$ cat src/rtl/piso_pkg.sv
// Shared definitions for the serializer family: FSM state encoding and bit-order codes.
// No logic; imported by piso_serializer and the sipo side of the family.
package piso_pkg;

    typedef enum logic {
        IDLE  = 1'b0,
        SHIFT = 1'b1
    } piso_state_t;

    localparam logic ORDER_LSB = 1'b0;
    localparam logic ORDER_MSB = 1'b1;

endpackage

$ cat src/rtl/piso_serializer.sv
// Parallel-in/serial-out word serializer; first bit presented the cycle after acceptance, DATA_W cycles per word at full rate.
// Backpressure: out_en stalls the presented bit indefinitely; in_ready only in IDLE or on the consumed last bit (gapless reload).
module piso_serializer
    import piso_pkg::*;
#(
    parameter int DATA_W = 8
) (
    input  logic              clk,
    input  logic              rst_n,
    input  logic              in_valid,
    output logic              in_ready,
    input  logic [DATA_W-1:0] in_data,
    input  logic              in_msb_first,
    input  logic              out_en,
    input  logic              abort,
    output logic              serial_out,
    output logic              serial_valid,
    output logic              serial_last,
    output logic              busy
);

    localparam int CNT_W = $clog2(DATA_W);
    localparam logic [CNT_W-1:0] LAST_CNT = CNT_W'(DATA_W - 1);

    if (DATA_W < 2) begin : g_bad_width
        $error("piso_serializer: DATA_W must be >= 2");
    end

    piso_state_t       state_q, state_d;
    logic [DATA_W-1:0] shreg_q, shreg_d;
    logic [CNT_W-1:0]  cnt_q,   cnt_d;
    logic              order_q, order_d;

    logic in_shift;
    logic word_done;

    always_comb begin
        state_d  = state_q;
        shreg_d  = shreg_q;
        cnt_d    = cnt_q;
        order_d  = order_q;

        in_shift     = (state_q == SHIFT);
        serial_valid = in_shift;
        busy         = in_shift;
        serial_last  = in_shift && (cnt_q == LAST_CNT);
        serial_out   = in_shift && ((order_q == ORDER_MSB) ? shreg_q[DATA_W-1] : shreg_q[0]);
        word_done    = serial_last && out_en;
        in_ready     = !abort && (!in_shift || word_done);

        // Abort outranks everything, including a word offered in the same cycle.
        if (abort) begin
            state_d = IDLE;
            shreg_d = '0;
            cnt_d   = '0;
            order_d = ORDER_LSB;
        end else if (in_valid && in_ready) begin
            state_d = SHIFT;
            shreg_d = in_data;
            cnt_d   = '0;
            order_d = in_msb_first;
        end else if (word_done) begin
            state_d = IDLE;
            shreg_d = '0;
            cnt_d   = '0;
            order_d = ORDER_LSB;
        end else if (in_shift && out_en) begin
            shreg_d = (order_q == ORDER_MSB) ? {shreg_q[DATA_W-2:0], 1'b0}
                                             : {1'b0, shreg_q[DATA_W-1:1]};
            cnt_d   = cnt_q + CNT_W'(1);
        end
    end

    always_ff @(posedge clk or negedge rst_n) begin
        if (!rst_n) begin
            state_q <= IDLE;
            shreg_q <= '0;
            cnt_q   <= '0;
            order_q <= ORDER_LSB;
        end else begin
            state_q <= state_d;
            shreg_q <= shreg_d;
            cnt_q   <= cnt_d;
            order_q <= order_d;
        end
    end

endmodule

$ cat config.mk
export PLATFORM = sky130hd
export DESIGN_NAME = piso_serializer
export DESIGN_NICKNAME = d
export VERILOG_FILES = /design/src/rtl/piso_pkg.sv /design/src/rtl/piso_serializer.sv
export SDC_FILE = /design/constraint.sdc
export NUM_CORES = 1
export LEC_CHECK = 0
export ABC_AREA = 1
export BUFFER_PORTS_ARGS = -buffer_cell sky130_fd_sc_hd__clkbuf_2
export CORE_MARGIN = 2
export CORE_UTILIZATION = 45
export DETAILED_ROUTE_END_ITERATION = 7
export PLACE_DENSITY = 0.68
export SYNTH_ARGS = -nofsm -noshare
export SYNTH_HDL_FRONTEND = slang
export SYNTH_SLANG_ARGS = --single-unit
$ cat constraint.sdc
create_clock -name clk -period 3.5 [get_ports clk]
set_clock_uncertainty 0.1 [all_clocks]
set_input_delay 0 -clock clk [delete_from_list [all_inputs] [get_ports clk]]
set_output_delay 0 -clock clk [all_outputs]
set_load 0.005 [all_outputs]
==> results of run 1 <==
state kept, by name, summed over array words and instances (netlist names):
name     flops
cnt_q        3
order_q      1
shreg_q      8
busy         1
cell usage in the layout, fill, tap and decap left out:
master / n
a21oi_1: 3
clkbuf_1: 1
clkbuf_2: 18
clkbuf_4: 3
dfrtp_1: 13
dlygate4sd3_1: 11
ha_1: 2
inv_1: 14
inv_2: 1
nand2_1: 69
nand2_8: 1
nand3_1: 5
nand3_4: 2
nand4_1: 8
nor2_4: 2
o211ai_2: 1
o21ai_0: 4
o21ai_1: 1
cells by family (layout without fill, tap and decap cells):
family | after synthesis | in the layout | share of synthesized area (%)
simple gates | 87 | 87 | 44.6
compound gates | 9 | 9 | 5.69
flops | 13 | 13 | 35.2
buf+inv | 22 | 48 | 11.8
fa+ha+maj | 2 | 2 | 2.71
where the power goes:
group | switching [W] | internal, W
registers | 0.0000104 | 0.000158
clock network | 0.0000522 | 0.0000441
logic | 0.0000395 | 0.0000303
synthesized netlist by cell type, drive strengths merged:
master	count
nor2	2
ha	2
nand3	7
nand2	70
nand4	8
buf	7
o211ai	1
dfrtp	13
o21ai	5
inv	15
a21oi	3
metal layers:
layer	track usage, %	wire, um	vias to the layer above
met5	0	0	-
met4	7.62	26	0
met3	3.37	107	4
met2	28.4	949	25
met1	27.7	960	399
li1	-	-	469
how the worst max path moves through the flow:
stage,slack (ns),cells after the start,endpoint,startpoint
5_1_grt,1.42,8,shreg_q[6]$_DFFE_PN0P_,cnt_q[0]$_DFFE_PN0P_
2_1_floorplan,1.94,8,cnt_q[1]$_DFFE_PN0P_,cnt_q[0]$_DFFE_PN0P_
4_1_cts,1.58,8,shreg_q[6]$_DFFE_PN0P_,cnt_q[0]$_DFFE_PN0P_
3_5_place_dp,1.59,8,shreg_q[6]$_DFFE_PN0P_,cnt_q[0]$_DFFE_PN0P_
6_report,1.59,8,shreg_q[6]$_DFFE_PN0P_,cnt_q[0]$_DFFE_PN0P_
3_3_place_gp,1.66,8,shreg_q[5]$_DFFE_PN0P_,cnt_q[0]$_DFFE_PN0P_
stage by stage:
stage / hold slack [ns] / cell area, um^2 / setup WS, ns
final: 0.0463 / 1130 / 1.59
after global routing: 0.0813 / 1130 / 1.42
after CTS: 0.0541 / 1130 / 1.58
after detailed placement: -0.179 / 995 / 1.59
after global placement: -0.183 / 995 / 1.66
after floorplan: -0.396 / 923 / 1.94
final cells by class:
cell class / count / area share, %
multi-input cells: 98 / 43.3
flip-flops and latches: 13 / 28.8
repair buffers: 29 / 17.7
inverters: 15 / 4.98
well taps: 27 / 2.99
clock buffers: 4 / 2.32
worst max-delay path, stage by stage (launching register included):
cell and delay (ns):
dfrtp_1 0.40, ha_1 0.21, ha_1 0.22, nand3_4 0.19, o211ai_2 0.15, nor2_4 0.30, nor2_4 0.11, nand2_1 0.08
nand2_1 0.05
==> results.toml, run 1 <==
[clock_tree]
ctsLongestPathBuffers = 2
ctsResizeCount = 0
h-tree-depth = 1
tritoncts = "yes"
cts_setup_buffers = 0
cts_buffers = 3
clk_pin_slew_ns = 0.09
ctsHoldBuffers = 11
cts.sinks = 13
root_buffer = "clkbuf_4"
clk_latency_ns = 0.28

[finish]
utilization_pct = 58.2
final_nets = 176
instances_no_fill = 186
antenna_cells = 0
n_fill_cell = 198
syn_to_final_growth_pct = 22.5
seq_area_um2 = 325
multiInputGateArea_um2 = 489
layout-drive-gt1-share_pct = 17.6

[power]
p_leak_nw = 0.677
power.total_w = 0.000334
power.density_nw_per_um2 = 295
irDropWorstVdd_mv = 0.231

[yosys]
syn-num-nets = 149
syn_inst = 133
synth.yosys.seq_area_share_pct = 35.2
yosys-top-cells-area = "dfrtp_1 (35%), nand2_1 (28%), inv_1 (5.7%)"
syn_area_per_cell_um2 = 6.94
yosysTopAreaCell = "dfrtp_1"
synthDistinctLibCells = 17
synth_area_um2 = 923
synth_top_area_share_pct = 35.2
ys_warn_count = 0
synth_seq_cells = 13

[timing]
tns_ns = 0
min_period_over_period_pct = 54.5
rsz0062_at_grt = "false"
report.final.slew_viol_count = 0
max_freq_mhz = 524
relSlewSlack_pct = 67.9
setup_violations = 0
tightestPinTransition_ns = 0.482
hold_violations = 0
period_minus_slack_ns = 1.91

[detailed_routing]
num_vias = 897
drcViolationCount = 0
dr.first_iter.drc_count = 32
wl_mm = 2.04
routedWlPerCell_um = 11.0
ant_nets = 0
post_drt_via_cell_ratio = 4.82
firstDrtPassIters = 4

[global_route]
grt_max_degree = 14
track_usage_pct = 19.3
grt_pass1_vias = 852
grt_overflow = 0
antenna_found_initial = 0
grt_pass1_wl_mm = 3.67

[floorplanning]
dieArea_um2 = 2430
die_h_um = 49.3
die_w_um = 49.3
boundaryPins = 19
core_um2 = 1940
rows = 16
start_util_pct = 47.6

[hold_path]
min_path_type = "primary input to asynchronous set/reset pin"

[critical_path]
rr_startpoint = "cnt_q[0]$_DFFE_PN0P_"
critical_path.startpoint_type = "flop"
required_ns = 3.57
r2r_end = "shreg_q[6]$_DFFE_PN0P_"
worstPathArrival_ns = 1.98
crit_path_max_fanout = 13
end_kind = "flop"
reg2reg_depth = 8
ff2ff_setup_slack_ns = 1.59
crit_type = "flop to flop"

[placement]
numPortBuffers = 18
place_inst = 171
place.gp.congestion = 0.828
dp_hpwl_mm = 1.45

[flow_run]
max_cap_violations = 0

[outcome]
status = "complete, no violations"
Power figures use the tool's default switching activity.
==> inputs of run 2 (changes only) <==
--- a/config.mk
+++ b/config.mk
@@ -5,12 +5,12 @@
 export SDC_FILE = /design/constraint.sdc
 export NUM_CORES = 1
 export LEC_CHECK = 0
-export ABC_AREA = 1
+export ABC_AREA = 0
 export BUFFER_PORTS_ARGS = -buffer_cell sky130_fd_sc_hd__clkbuf_2
 export CORE_MARGIN = 2
 export CORE_UTILIZATION = 45
 export DETAILED_ROUTE_END_ITERATION = 7
-export PLACE_DENSITY = 0.68
+export PLACE_DENSITY = 0.73
 export SYNTH_ARGS = -nofsm -noshare
 export SYNTH_HDL_FRONTEND = slang
 export SYNTH_SLANG_ARGS = --single-unit
==> constraint.sdc (replaced) <==
create_clock -name clk -period 1.6 [get_ports clk]
set_clock_uncertainty 0.1 [all_clocks]
set_input_delay 0 -clock clk [delete_from_list [all_inputs] [get_ports clk]]
set_output_delay 0 -clock clk [all_outputs]
set_load 0.005 [all_outputs]
==> run 2 against run 1 <==
Compared with the run above: the flow now finishes with violations (negative setup slack); die area shrank 20%; synthesized cell count shrank 53%; sequential power grew 120%; design area shrank 5.6%; count of clock-buffer cells in the layout is the same; register-to-register slack lost 1.7 ns; critical path type unchanged; wire length shrank 13%; clock power grew 120%; largest power group unchanged.
==> results.toml, run 2 <==
[critical_path]
reg2reg_depth = 5
required_ns = 1.67
end_kind = "flop"
cp_cell_sequence = "ha_2 -> ha_4 -> a21boi_4 -> nor3b_4 -> mux2_4"
cp_slowest_cell = "dfrtp_1"
worstPathArrival_ns = 1.75
rr_startpoint = "cnt_q[1]$_DFFE_PN0P_"
ff2ff_setup_slack_ns = -0.08
max_stage_delay_ns = 0.36
startpoint = "cnt_q[1]$_DFFE_PN0P_"
crit_family = "flip-flops"
critical_path_buf_inv_count = 0
critical_path.startpoint_type = "flop"
crit_type = "flop to flop"
crit_path_max_fanout = 8
r2r_end = "order_q$_DFFE_PN0P_"

[global_route]
grt_pass1_wl_mm = 2.68
track_usage_pct = 19.5
antenna_found_initial = 0
grt_pass1_vias = 593
grt_max_degree = 14
grt_overflow = 0

[placement]
place.gp.congestion = 0.708
dp_slack_ns = -0.0892
dp_hpwl_mm = 1.09
numPortBuffers = 18
dpl_cell_area_um2 = 880

[yosys]
synthTopCellsByCount = "dfrtp_1 (13), nor2_1 (11), mux2i_1 (7), a221o_1 (4), a221o_2 (4)"
yosysMostFrequentCell = "dfrtp_1"
synth_edf_count = 0
yosys-top-cells-area = "dfrtp_1 (45%), mux2i_1 (9.7%), a221o_2 (6.3%)"
syn_inst = 63
synthDistinctLibCells = 23
syn_area_per_cell_um2 = 11.4
synth_top_area_share_pct = 45.2
synth.yosys.seq_area_share_pct = 45.2
yosysTopAreaCell = "dfrtp_1"
ys_warn_count = 0
synth_seq_cells = 13
async_flop_share_pct = 100
synth_ff_type = "dfrtp_1"
synth_area_um2 = 719
syn-num-nets = 79

[clock_tree]
tritoncts = "yes"
cts_buffers = 3
cts.sinks = 13
clk_latency_ns = 0.28
ctsLongestPathBuffers = 2
clk_pin_slew_ns = 0.09
h-tree-depth = 1
root_buffer = "clkbuf_4"

[floorplanning]
boundaryPins = 19
dieArea_um2 = 1930
die_h_um = 44.0
die_w_um = 44.0
rows = 14
start_util_pct = 47.8
core_um2 = 1510

[timing]
report.final.slew_viol_count = 0
hold_violations = 0
setup_violations = 5
relSlewSlack_pct = 69.6
rsz0062_at_grt = "true"
max_freq_mhz = 596
tns_ns = -0.266
min_period_over_period_pct = 105
layout_setup_ws_ns = -0.0782
period_minus_slack_ns = 1.68
tightestPinTransition_ns = 0.456

[detailed_routing]
num_vias = 676
firstDrtPassIters = 4
dr.first_iter.drc_count = 9
wl_mm = 1.78
post_drt_via_cell_ratio = 5.63
ant_nets = 0
routedWlPerCell_um = 14.9
drcViolationCount = 0

[finish]
layout_commonest_cell = "clkbuf_2"
layout_common_cells = "clkbuf_2 (18), dfrtp_1 (13), dlygate4sd3_1 (12)"
n_fill_cell = 111
multiInputGateArea_um2 = 392
final_nets = 121
antenna_cells = 0
regMostFlops = "shreg_q"
layout-drive-gt1-share_pct = 41.3
largestRegisters = "shreg_q (8), cnt_q (3)"
utilization_pct = 70.8
largest_reg_flops = 8
seq_area_um2 = 325
stdcell_area_um2 = 1070
syn_to_final_growth_pct = 48.3

[outcome]
status = "finished with violations"
violations = "negative setup slack"

[power]
power.total_w = 0.000724
p_leak_nw = 0.510
irDropWorstVdd_mv = 0.460
power.density_nw_per_um2 = 678

[flow_run]
max_cap_violations = 0

[hold_path]
min_path_type = "primary input to asynchronous set/reset pin"
## run 2: metrics by stage
| step | hold slack, ns | instances |
|---|---|---|
| 2_1_floorplan | -0.396 | 63 |
| 6_report | 0.0354 | 120 |
| 4_1_cts | -0.117 | 118 |
| 3_5_place_dp | -0.183 | 100 |
| 3_3_place_gp | -0.193 | 100 |
| 5_1_grt | 0.0732 | 120 |
## run 2: cell type report
type / instances / share of cell area (%)
tap: 16 / 1.88
clock buffer: 4 / 2.46
sequential: 13 / 30.5
inverter: 2 / 0.703
multi-input combinational: 44 / 36.7
timing repair buffer: 41 / 27.8
## run 2: layer usage
metal | up-vias | GRT usage (%) | share of wire, %
met1 | 323 | 25.5 | 44
met5 | - | 0 | 0
met3 | 6 | 2.50 | 5.4
met4 | 0 | 12.7 | 3.8
li1 | 320 | - | -
met2 | 27 | 30.0 | 47
## run 2: worst max-delay path by stage
stage	slack, ns	endpoint	cells past startpoint
after floorplan	-0.02	order_q$_DFFE_PN0P_	5
after global placement	-0.06	order_q$_DFFE_PN0P_	5
after detailed placement	-0.09	order_q$_DFFE_PN0P_	5
after CTS	-0.08	order_q$_DFFE_PN0P_	5
after global routing	-0.14	order_q$_DFFE_PN0P_	5
final	-0.08	order_q$_DFFE_PN0P_	5
## run 2: kinds of logic after synthesis
kind of cell,share of synthesized area [%]
mux,11.8
simple gates,15.3
fa+ha+maj,3.48
compound gates,19.7
flops,45.2
buf+inv,4.52
## run 2: timing repair
item                                    CTS  global route
endpoints found under the setup margin    4            11
gates cloned                              0             1
resized for setup                         1             3
hold buffers                             11             1
setup buffers                             3             0
pin swaps                                 2             0
endpoints found under the hold margin    24             1
## run 2: worst reg2reg max path: stages (launching register included)
cell,delay [ns]
dfrtp_1,0.36
ha_2,0.19
ha_4,0.16
a21boi_4,0.06
nor3b_4,0.36
mux2_4,0.33
## run 2: power by group
part | switching (W) | total (W) | leakage, nW | internal, W
clock network | 0.000115 | 0.000212 | 0.0150 | 0.0000968
logic | 0.0000567 | 0.000143 | 0.320 | 0.0000860
registers | 0.0000223 | 0.000369 | 0.175 | 0.000347
